**config.mk**
```make
export PLATFORM = sky130hd
export DESIGN_NAME = mpi_send_arbiter_flat
export DESIGN_NICKNAME = d
export VERILOG_FILES = /design/src/rtl/mpi_send_arbiter_if.sv /design/src/rtl/mpi_send_arbiter.sv /design/src/flat_wrapper.sv
export SDC_FILE = /design/constraint.sdc
export NUM_CORES = 1
export LEC_CHECK = 0
export ABC_CLOCK_PERIOD_IN_PS = 3540
export BUFFER_PORTS_ARGS = -buffer_cell sky130_fd_sc_hd__buf_2
export CORE_AREA = 2 2 198 200
export DETAILED_ROUTE_END_ITERATION = 12
export DIE_AREA = 0 0 200 202
export GPL_ROUTABILITY_DRIVEN = 0
export SETUP_SLACK_MARGIN = 0.05
export SYNTH_ARGS = -nofsm -noshare
export SYNTH_HDL_FRONTEND = slang
export SYNTH_SLANG_ARGS = --single-unit
```
**constraint.sdc**
```tcl
create_clock -name clk -period 3.54 [get_ports clk]
set_clock_uncertainty 0.15 [all_clocks]
set_input_delay 0.708 -clock clk [delete_from_list [all_inputs] [get_ports clk]]
set_output_delay 0.708 -clock clk [all_outputs]
set_load 0.02 [all_outputs]
```
**src/rtl/mpi_send_arbiter_if.sv**
```systemverilog
// Requester, sender and credit signals of the MPI send arbiter.
// The arbiter connects through the slave modport; requesters and the sender use master.
interface mpi_send_arbiter_if #(
  parameter int NUM_REQ = 4,
  parameter int DATA_W  = 64,
  parameter int DEST_W  = 32
);
  localparam int SRC_W = $clog2(NUM_REQ);

  logic [NUM_REQ-1:0]        req_valid;
  logic [NUM_REQ*DATA_W-1:0] req_data;
  logic [NUM_REQ*DEST_W-1:0] req_dest;
  logic [NUM_REQ-1:0]        req_yumi;
  logic                      out_valid;
  logic [DATA_W-1:0]         out_data;
  logic [DEST_W-1:0]         out_dest;
  logic [SRC_W-1:0]          out_src;
  logic                      out_yumi;
  logic                      credit_return;
  logic [7:0]                credit_count;
  logic                      credit_overflow;

  modport master (
    output req_valid, req_data, req_dest, out_yumi, credit_return,
    input  req_yumi, out_valid, out_data, out_dest, out_src, credit_count, credit_overflow
  );

  modport slave (
    input  req_valid, req_data, req_dest, out_yumi, credit_return,
    output req_yumi, out_valid, out_data, out_dest, out_src, credit_count, credit_overflow
  );
endinterface

```
**src/rtl/mpi_send_arbiter.sv**
```systemverilog
// Round-robin, credit-gated arbiter that shares one MPI sender channel
// between NUM_REQ requesters through a single output holding register.
module mpi_send_arbiter #(
  parameter int NUM_REQ = 4,
  parameter int DATA_W  = 64,
  parameter int DEST_W  = 32,
  parameter int CREDITS = 4
) (
  input  logic                clk,
  input  logic                rst_n,
  mpi_send_arbiter_if.slave   bus
);
  localparam int              SRC_W      = $clog2(NUM_REQ);
  localparam logic [7:0]      CREDIT_MAX = 8'(CREDITS);
  localparam logic [SRC_W:0]  NUM_REQ_W  = (SRC_W+1)'(NUM_REQ);
  localparam logic [SRC_W-1:0] LAST_IDX  = SRC_W'(NUM_REQ-1);

  typedef enum logic {ST_IDLE, ST_HOLD} state_t;

  state_t              r_state;
  logic                r_valid;
  logic [DATA_W-1:0]   r_data;
  logic [DEST_W-1:0]   r_dest;
  logic [SRC_W-1:0]    r_src;
  logic [SRC_W-1:0]    r_ptr;
  logic [7:0]          r_credit;
  logic                r_overflow;

  logic                w_can_capture;
  logic                w_found;
  logic                w_capture;
  logic [SRC_W-1:0]    w_grant;
  logic [SRC_W:0]      w_sum;
  logic [NUM_REQ-1:0]  w_yumi;

  // Gated by rst_n so no requester is acknowledged while reset is held.
  assign w_can_capture = rst_n && (r_credit != 8'd0) &&
                         ((r_state == ST_IDLE) || bus.out_yumi);

  always_comb begin
    w_found = 1'b0;
    w_grant = '0;
    w_sum   = '0;
    for (int k = 0; k < NUM_REQ; k++) begin
      w_sum = {1'b0, r_ptr} + (SRC_W+1)'(k);
      if (w_sum >= NUM_REQ_W) w_sum = w_sum - NUM_REQ_W;
      if (!w_found && bus.req_valid[w_sum[SRC_W-1:0]]) begin
        w_found = 1'b1;
        w_grant = w_sum[SRC_W-1:0];
      end
    end
  end

  assign w_capture = w_can_capture && w_found;

  always_comb begin
    w_yumi = '0;
    if (w_capture) w_yumi[w_grant] = 1'b1;
  end

  always_ff @(posedge clk or negedge rst_n) begin
    if (!rst_n) begin
      r_state    <= ST_IDLE;
      r_valid    <= 1'b0;
      r_data     <= '0;
      r_dest     <= '0;
      r_src      <= '0;
      r_ptr      <= '0;
      r_credit   <= CREDIT_MAX;
      r_overflow <= 1'b0;
    end else begin
      if (w_capture) begin
        r_state <= ST_HOLD;
        r_valid <= 1'b1;
        r_data  <= bus.req_data[w_grant*DATA_W +: DATA_W];
        r_dest  <= bus.req_dest[w_grant*DEST_W +: DEST_W];
        r_src   <= w_grant;
        r_ptr   <= (w_grant == LAST_IDX) ? '0 : w_grant + 1'b1;
      end else if ((r_state == ST_HOLD) && bus.out_yumi) begin
        r_state <= ST_IDLE;
        r_valid <= 1'b0;
      end

      // A return arriving when the counter is already full is saturated and flagged.
      case ({w_capture, bus.credit_return})
        2'b10:   r_credit <= r_credit - 8'd1;
        2'b01: begin
          if (r_credit == CREDIT_MAX) r_overflow <= 1'b1;
          else                        r_credit   <= r_credit + 8'd1;
        end
        default: r_credit <= r_credit;
      endcase
    end
  end

  assign bus.req_yumi        = w_yumi;
  assign bus.out_valid       = r_valid;
  assign bus.out_data        = r_data;
  assign bus.out_dest        = r_dest;
  assign bus.out_src         = r_src;
  assign bus.credit_count    = r_credit;
  assign bus.credit_overflow = r_overflow;
endmodule

```
**src/flat_wrapper.sv**
```systemverilog
// flat-port wrapper written by rule: the top's interface ports become plain ports
module mpi_send_arbiter_flat 
#(
  parameter int NUM_REQ = 4,
  parameter int DATA_W  = 64,
  parameter int DEST_W  = 32,
  parameter int CREDITS = 4
)
  (clk, rst_n, bus_req_valid, bus_req_data, bus_req_dest, bus_out_yumi, bus_credit_return, bus_req_yumi, bus_out_valid, bus_out_data, bus_out_dest, bus_out_src, bus_credit_count, bus_credit_overflow);
  mpi_send_arbiter_if #(.NUM_REQ(NUM_REQ), .DATA_W(DATA_W), .DEST_W(DEST_W)) bus_i ();
  input  logic clk;
  input  logic rst_n;
  input wire logic [$bits(bus_i.req_valid)-1:0] bus_req_valid;
  input wire logic [$bits(bus_i.req_data)-1:0] bus_req_data;
  input wire logic [$bits(bus_i.req_dest)-1:0] bus_req_dest;
  input wire logic [$bits(bus_i.out_yumi)-1:0] bus_out_yumi;
  input wire logic [$bits(bus_i.credit_return)-1:0] bus_credit_return;
  output wire logic [$bits(bus_i.req_yumi)-1:0] bus_req_yumi;
  output wire logic [$bits(bus_i.out_valid)-1:0] bus_out_valid;
  output wire logic [$bits(bus_i.out_data)-1:0] bus_out_data;
  output wire logic [$bits(bus_i.out_dest)-1:0] bus_out_dest;
  output wire logic [$bits(bus_i.out_src)-1:0] bus_out_src;
  output wire logic [$bits(bus_i.credit_count)-1:0] bus_credit_count;
  output wire logic [$bits(bus_i.credit_overflow)-1:0] bus_credit_overflow;
  assign bus_i.req_valid = bus_req_valid;
  assign bus_i.req_data = bus_req_data;
  assign bus_i.req_dest = bus_req_dest;
  assign bus_i.out_yumi = bus_out_yumi;
  assign bus_i.credit_return = bus_credit_return;
  assign bus_req_yumi = bus_i.req_yumi;
  assign bus_out_valid = bus_i.out_valid;
  assign bus_out_data = bus_i.out_data;
  assign bus_out_dest = bus_i.out_dest;
  assign bus_out_src = bus_i.out_src;
  assign bus_credit_count = bus_i.credit_count;
  assign bus_credit_overflow = bus_i.credit_overflow;
  mpi_send_arbiter #(.NUM_REQ(NUM_REQ), .DATA_W(DATA_W), .DEST_W(DEST_W), .CREDITS(CREDITS)) u_core (.clk(clk), .rst_n(rst_n), .bus(bus_i));
endmodule
```
Yosys cells after proc, flatten, opt, wreduce, memory -nomap -nowiden. Cells that the tools add are included.

Divide/modulo/power cells: 0. Eq/ne operators: 5. Reductions and logical operators: 17. Order comparisons: 10. Shift-type cells: 2. $mul: 0. Add/subtract/negate cells: 10. Muxes and demuxes: 28. Bitwise gates (word level): 1.

Operators by type and width (count): $shiftx 256x9->64 (1); $shiftx 128x8->32 (1); $mux 2 (9); $pmux 8 s2 (1); $lt 2x3->1 const B (5); $mux 1 (11); $ge 3x3->1 const B (3); $add 8x1->8 const B (1); $bmux 1 s2 (4); $eq 8x3->1 const B (1); $logic_and 1x1->1 (8); $mux 8 (1); $reduce_bool 8->1 (1); $sub 2x1->2 const B (4); $sub 8x1->8 const B (1); $add 2x2->3 const B (2); $eq 2x2->1 const B (2); $mux 4 (1); $reduce_and 2->1 (2); $reduce_bool 2->1 (2); $add 2x1->3 const B (1); $ge 2x3->1 const B (1); $logic_not 1->1 (3); $add 2x1->2 const B (1); other kinds (6) (6).

RAM bits: 0. Latch bits: 0. Register bits after elaboration: 110. ROM bits: 0. Memories: 0. Bits of input ports: 392.

Logic depth before layout (Yosys ltp). Gate-level depths: netlist of the first run.

Word-level depth: 19. Mapped depth: 12.

Worst setup path before layout of the first run. OpenSTA, ideal clock, no wires.

Path kind: input to register. From: input port bus_req_valid[1]. To: register u_core.r_credit[7] (netlist: u_core.bus.credit_count[7]). Arrival: 3.127 ns. Slack: 0.183 ns. Data required time: 3.310 ns. Setup time: 0.080 ns. Stages: 12. Cells stage by stage: or4_1 -> nand3_2 -> or2_1 -> buf_4 -> buf_6 -> nand2_1 -> ha_1 -> a211oi_1 -> o21ai_0 -> a31oi_1 -> mux2i_1 -> xor2_1.

Cells in the longest elaborated chain, start to end: 16. Elaborated cells on any way between the ends: 25. Classes of those cells: 3 x eq/ne; 13 x mux; 9 x reduce/logical.

RTL lines: start: declaration (RTL line flat_wrapper.sv:13) `input wire logic [$bits(bus_i.req_valid)-1:0] bus_req_valid;`; $bmux 1 s2 (RTL line mpi_send_arbiter.sv:47) `if (!w_found && bus.req_valid[w_sum[SRC_W-1:0]]) begin`; $mux 1 (not written as such) (RTL line mpi_send_arbiter.sv:47); $mux 1 (RTL line mpi_send_arbiter.sv:47); $logic_not 1->1 (RTL line mpi_send_arbiter.sv:47); $logic_and 1x1->1 (RTL line mpi_send_arbiter.sv:47); $mux 1 (RTL line mpi_send_arbiter.sv:47); $logic_not 1->1 (RTL line mpi_send_arbiter.sv:47); $logic_and 1x1->1 (RTL line mpi_send_arbiter.sv:47); $mux 1 (RTL line mpi_send_arbiter.sv:47); $logic_not 1->1 (RTL line mpi_send_arbiter.sv:47); $logic_and 1x1->1 (RTL line mpi_send_arbiter.sv:47); $mux 1 * (RTL line mpi_send_arbiter.sv:47); $logic_and 1x1->1 * (RTL line mpi_send_arbiter.sv:54) `assign w_capture = w_can_capture && w_found;`; $eq 2x1->1 / $eq 2x2->1 (equally long branches) (RTL line mpi_send_arbiter.sv:85) `case ({w_capture, bus.credit_return})`; $ne 2x2->1 (no line) / $reduce_bool 2->1 (equally long branches); $reduce_and 2->1 (no line); end signal: assignment (RTL line mpi_send_arbiter.sv:86) `2'b10: r_credit <= r_credit - 8'd1;`; end signal: assignment (RTL line mpi_send_arbiter.sv:89) `else r_credit <= r_credit + 8'd1;`; end signal: assignment (RTL line mpi_send_arbiter.sv:91) `default: r_credit <= r_credit;`; end: declaration (RTL line mpi_send_arbiter.sv:26) `logic [7:0] r_credit;`.

Mark *: on every way between the ends. The rest lies on a longest branch, timed or not. The select of a mux whose other input is x is not followed. A chain may end at the register's enable or synchronous reset.

Worst setup path in the final report of the first run.
From: register u_core.r_credit[5] (netlist: u_core.bus.credit_count[5]). To: register u_core.r_credit[7] (netlist: u_core.bus.credit_count[7]).

Cells in the longest elaborated chain, start to end: 7. Elaborated cells on any way between the ends: 14. Classes of those cells: 2 x add/sub; 4 x eq/ne; 2 x mux; 6 x reduce/logical.

RTL lines: parallel branches: the longest is 7 deep, another holds $add 8x1->8.

Parallel ways; which one is timed is not known. The select of a mux whose other input is x is not followed.

==> results.yml, run 1 <==
sta:
  setup_viol: 0
  rsz0062_at_grt: "false"
  fmax_ghz: 0.3113
  fin_crit_sh: 0.9075
  finalHoldViolCount: 0
  period_minus_slack_ns: 3.212
  finalMaxSlewViolations: 0
  tightest_slew_ns: 0.7787
  finalSetupTns_ns: 0
  maxSlewHeadroom: 0.4809
  setup_ws_ns: 0.3276
cts:
  clk_pin_slew_worst_paths_ns: 0.08
  cts_hold_buf: 0
  cts_tree: "done"
  cts_made_buffers: 9
  cts_resized: 0
  cts_setup_buffers: 0
  cts_buffer_depth: 2
  insertion_delay_ns: 0.37
  cts_num_sinks: 110
  clockRootBuffer: "clkbuf_16"
  cts.htree.levels: 3
yosys:
  synth_nets: 1039
  ys.flop_type: "dfrtp_1"
  avgSynthCellArea_um2: 10.94
  netlist_area_mm2: 0.006955
  synth-seq-area-share: 0.3959
  yosys.cell_types.count: 39
  synth.area.top_cells: "dfrtp_1 39%, mux2i_1 28%, o221ai_1 12%"
  yosysMostFrequentCell: "mux2i_1"
  yosys_register_bits: 110
  synth_top_cell_by_area: "dfrtp_1"
  ys_async_sr_fraction: 1.000
  synthCells: 636
  yosysWarnings: 0
  netlist.area_leader.share: 0.3922
  synth_commonest_cells: "193 x mux2i_1, 109 x dfrtp_1, 104 x nand2_1"
  synth_edf_count: 0
global_routing:
  grt_pass1_wl_mm: 36.34
  grt_max_degree: 98
  grt_pass1_vias: 6932
  grt_usage: 0.1179
  antenna_found_initial: 2
  grt_overflow: 0
worst_setup_path:
  critPathSlowestCell: "nor4_1"
  crit_buf_inv: 0
  path_class: "reg2reg"
  slowest_delay_ns: 0.47
  crit_fanout: 8
  worstPathArrival_ns: 3.36
  end_kind: "register"
  cp-start-kind: "register"
  worst_ep_required_time_ns: 3.69
  crit_chain: "nor4_1 -> and3b_1 -> or2_4 -> nand2_1 -> ha_1 -> a211oi_1 -> o21ai_0 -> a31oi_1 -> mux2i_1 -> xor2_1"
  path_delay_family: "simple AND/OR/NAND/NOR gates"
die:
  std_cell_rows: 72
  fp.dieW_um: 200
  initial_utilization: 0.1817
  ios: 504
  coreArea_mm2: 0.03829
  die_h_um: 202
  dieArea_mm2: 0.04040
power_and_ir_drop:
  p_int_mw: 4.213
  power_density_mw_per_mm2: 747.5
  swShare: 0.4454
  pwr-share-seq: 0.297
  clock_power_share: 0.140
  ir_worst_vdd_v: 0.0002979
  p_switching_mw: 3.384
  leakage_nw: 5.628
  p_comb_frac: 0.563
detailed_routing:
  antenna_left: 0
  firstDrtPassIters: 5
  route.detailed.drc: 0
  num_vias: 6942
  wl_mm: 24.93
  drtIter0Drc: 231
  drt-vias-per-instance: 4.256
  wl_per_cell_um: 15.29
finish:
  syn2layout_area_growth_pct: 46.14
  fin_util: 0.2655
  layout.cells.non_filler: 1631
  fillCellCount: 4067
  drive_gt1_frac: 0.4874
  fin_nets: 1510
status:
  status: "finished clean"
job:
  drv_cap: 0
hold_path:
  hp-class: "reg2reg"
place:
  dp_slack_ns: 0.04632
  port_buffers: 503
  post-place-cells: 1614
  hpwl_mm: 19.74
## worst reg2reg max path, stage by stage (launching register included)
cell	delay, ns
dfrtp_1	0.42
nor4_1	0.47
and3b_1	0.32
or2_4	0.15
nand2_1	0.21
ha_1	0.38
a211oi_1	0.30
o21ai_0	0.14
a31oi_1	0.22
mux2i_1	0.23
xor2_1	0.15
## cell usage in the layout (no fill, tap or decap), drive strengths merged, types with 2 or more instances in the layout
master	synthesis	final
a211oi	2	2
a21o	2	2
a21oi	5	5
and2	5	5
buf	54	514
clkbuf	0	12
dfrtp	109	109
ha	10	10
inv	6	7
mux2	6	6
mux2i	193	193
nand2	107	107
nand2b	2	2
nand3	2	2
nor2	2	2
nor2b	3	3
nor3	4	4
o211ai	2	2
o21a	2	2
o21ai	5	5
o21bai	2	2
o221ai	96	96
xnor2	4	4
xor2	3	3
## kinds of logic (layout without fill, tap and decap cells)
family                   count (synthesis)  after routing  share of synthesized area
AO/OA/AOI/OAI                          119            119                     0.1419
XOR/XNOR                                 7              7                   0.008815
adder cells (fa/ha/maj)                 11             11                    0.02087
buffers and inverters                   60            536                    0.06494
flip-flops                             110            110                     0.3959
multiplexers                           199            199                     0.2875
other                                    0              1                          0
AND/OR/NAND/NOR                        130            130                    0.08005
## through the flow
stage	instance area, µm²	hold slack [ns]	total power, mW
floorplan	6955	0.2624	5.249
global placement	9861	0.3077	6.517
detailed placement	9861	0.3134	6.594
CTS	10160	0.3315	7.722
global route	10160	0.3588	8.158
finish	10160	0.3280	7.598
## layout make-up
class	count	area, µm²	share of cell area
Antenna cell	1	2.502	0.0002462
Clock buffer	12	246.5	0.02425
Clock inverter	4	55.05	0.005416
Inverter	6	22.52	0.002216
Multi-Input combinational cell	466	3771	0.3710
Sequential cell	110	2754	0.2709
Tap cell	518	648.1	0.06376
Timing Repair Buffer	514	2665	0.2622
## flip-flops by register name, indices dropped and copies added, names as in the netlist
register                    flops
u_core.bus.out_data            64
u_core.bus.out_dest            32
u_core.bus.credit_count         8
u_core.bus.out_src              2
u_core.r_ptr                    2
u_core.bus.credit_overflow      1
u_core.bus.out_valid            1
## metal layers
layer  up-vias  share of wire  track usage
met5         -              0            0
met4         0          0.021      0.04021
met3        26          0.073      0.02670
met2       330           0.51       0.2173
met1      3230           0.40       0.1319
li1       3356              -            -
## power groups by stage
stage	clock, mW	combinational, mW	sequential [mW]
final	1.07	4.28	2.25
after global routing	1.17	4.64	2.34
after CTS	1.14	4.33	2.26
after detailed placement	0	4.33	2.26
after global placement	0	4.26	2.26
after floorplan	0	2.29	2.96
## final timing paths
path                       cells past startpoint                        from  slack, ns                          to
max                                           10  u_core.bus.credit_count[5]       0.33  u_core.bus.credit_count[7]
min                                            1       u_core.bus.out_src[0]       0.33       u_core.bus.out_src[0]
max reg2reg                                   10  u_core.bus.credit_count[5]       0.33  u_core.bus.credit_count[7]
min reg2reg                                    1       u_core.bus.out_src[0]       0.33       u_core.bus.out_src[0]
max in group asynchronous                      3                       rst_n       1.63     u_core.bus.out_dest[21]
min in group asynchronous                      2                       rst_n       0.37     u_core.bus.out_dest[11]
Power figures use the tool's default switching activity.
==> run 2, diff against run 1 <==
--- a/config.mk
+++ b/config.mk
@@ -13,2 +13,3 @@
 export GPL_ROUTABILITY_DRIVEN = 0
+export MAX_ROUTING_LAYER = met4
 export SETUP_SLACK_MARGIN = 0.05
==> constraint.sdc (replaced) <==
create_clock -name clk -period 3.54 [get_ports clk]
set_clock_uncertainty 0.15 [all_clocks]
set_input_delay 0.354 -clock clk [delete_from_list [all_inputs] [get_ports clk]]
set_output_delay 0.354 -clock clk [all_outputs]
set_load 0.02 [all_outputs]
==> results.yml, run 2 (synthesis results as in run 1) <==
status:
  status: "finished clean"
worst_setup_path:
  worstPathArrival_ns: 3.24
  crit_fanout: 8
  path_delay_family: "simple AND/OR/NAND/NOR gates"
  r2r-end: "u_core.bus.credit_count[7]"
  critPathLaunch: "u_core.bus.credit_count[5]"
  reg2reg_slack_ns: 0.45
  crit_chain: "nor4_2 -> and3b_1 -> or2_4 -> nand2_1 -> ha_1 -> a211oi_1 -> o21ai_0 -> a31oi_1 -> mux2i_1 -> xor2_1"
  cp-start-kind: "register"
  critPathSlowestCell: "dfrtp_1"
  slowest_delay_ns: 0.42
  path_class: "reg2reg"
  worst_ep_required_time_ns: 3.69
  crit_buf_inv: 0
  reg2reg_from: "u_core.bus.credit_count[5]"
  critical_path.endpoint: "u_core.bus.credit_count[7]"
  end_kind: "register"
  r2r_cells: 10
  cp_num_cells: 10
finish:
  syn2layout_area_growth_pct: 47.67
  largest_reg_flops: 64
  antenna_cells: 0
  fin_util: 0.2683
  final_cell_mix: "502 x buf_2, 193 x mux2i_1, 109 x dfrtp_1"
  final_common_cell: "buf_2"
  fin_nets: 1521
  layout.cells.non_filler: 1641
  drive_gt1_frac: 0.4924
die:
  die_h_um: 202
  initial_utilization: 0.1817
  coreArea_mm2: 0.03829
  ios: 504
  dieArea_mm2: 0.04040
  std_cell_rows: 72
  fp.dieW_um: 200
cts:
  clk_pin_slew_worst_paths_ns: 0.08
  cts_made_buffers: 9
  cts_tree: "done"
  cts_resized: 0
  cts_setup_buffers: 0
  cts_hold_buf: 0
  cts.htree.levels: 3
  clockRootBuffer: "clkbuf_16"
  cts_num_sinks: 110
  insertion_delay_ns: 0.37
  cts_buffer_depth: 2
global_routing:
  antenna_found_initial: 0
  grt_usage: 0.1249
  grt_max_degree: 58
  grt_pass1_wl_mm: 37.57
  grt_pass1_vias: 7178
  grt_overflow: 0
detailed_routing:
  wl_per_cell_um: 15.61
  route.detailed.drc: 0
  num_vias: 7005
  drtIter0Drc: 249
  wl_mm: 25.62
  antenna_left: 0
  drt-vias-per-instance: 4.269
  firstDrtPassIters: 4
place:
  hpwl_mm: 20.64
  dp_slack_ns: 0.3587
  port_buffers: 503
  post-place-cells: 1625
job:
  drv_cap: 0
sta:
  finalMaxSlewViolations: 0
  rsz0062_at_grt: "false"
  fmax_ghz: 0.3238
  maxSlewHeadroom: 0.4921
  finalHoldViolCount: 0
  period_minus_slack_ns: 3.088
  setup_ws_ns: 0.4518
  setup_viol: 0
  fin_crit_sh: 0.8724
  finalSetupTns_ns: 0
  fin_hold_ws_ns: 0.02743
  tightest_slew_ns: 0.7618
power_and_ir_drop:
  ir_worst_vdd_v: 0.0003086
  power_density_mw_per_mm2: 759.8
  leakage_nw: 5.689
hold_path:
  hp-class: "in2async"
==> run 2: cell types whose count changed in the layout (fill, tap and decap cells not counted), sizes merged <==
cell,before,now
clkinv,1,0
bufinv,1,3
buf,514,525
inv,7,6
diode,1,0
==> run 2: worst min path at each step <==
stage                                     start  slack, ns  cells after the start                         end
after floorplan                           rst_n      -0.09                      0  u_core.bus.credit_count[0]
after global placement    u_core.bus.out_src[0]       0.31                      1       u_core.bus.out_src[0]
after detailed placement  u_core.bus.out_src[1]       0.31                      2       u_core.bus.out_src[1]
after CTS                                 rst_n       0.04                      2             u_core.r_ptr[0]
after global routing                      rst_n       0.08                      2             u_core.r_ptr[0]
final                                     rst_n       0.03                      2      u_core.bus.out_dest[9]
==> run 2: where the power goes <==
part / total [mW] / switching, mW / internal (mW)
Combinational: 4.35 / 2.53 / 1.82
Sequential: 2.27 / 0.405 / 1.87
Clock: 1.18 / 0.487 / 0.694
Total: 7.80 / 3.42 / 4.38
==> run 2: area by class of cell <==
class | count | area (µm²)
well taps | 518 | 648.1
clock buffers | 12 | 236.5
clock inverters | 4 | 97.59
inverters | 6 | 22.52
flip-flops and latches | 110 | 2754
repair buffers | 525 | 2735
fillers | 4133 | 28020
multi-input cells | 466 | 3777
==> run 2: worst reg2reg max path, stage by stage, from the launching register on <==
cell      delay, ns
dfrtp_1        0.42
nor4_2         0.35
and3b_1        0.30
or2_4          0.15
nand2_1        0.22
ha_1           0.38
a211oi_1       0.30
o21ai_0        0.14
a31oi_1        0.23
mux2i_1        0.24
xor2_1         0.15
==> run 2: through the flow <==
stage	cell area [µm²]	total power [mW]
2_1_floorplan	6955	5.249
3_3_place_gp	9931	6.602
3_5_place_dp	9931	6.677
4_1_cts	10260	7.926
5_1_grt	10270	8.352
6_report	10270	7.804
==> run 2: per-layer routing <==
metal	GRT usage	wire length, µm	up-vias
met5	-	0	-
met4	0.03862	482	0
met3	0.02419	1769	21
met2	0.2250	12970	339
met1	0.1375	10400	3272
li1	-	-	3373
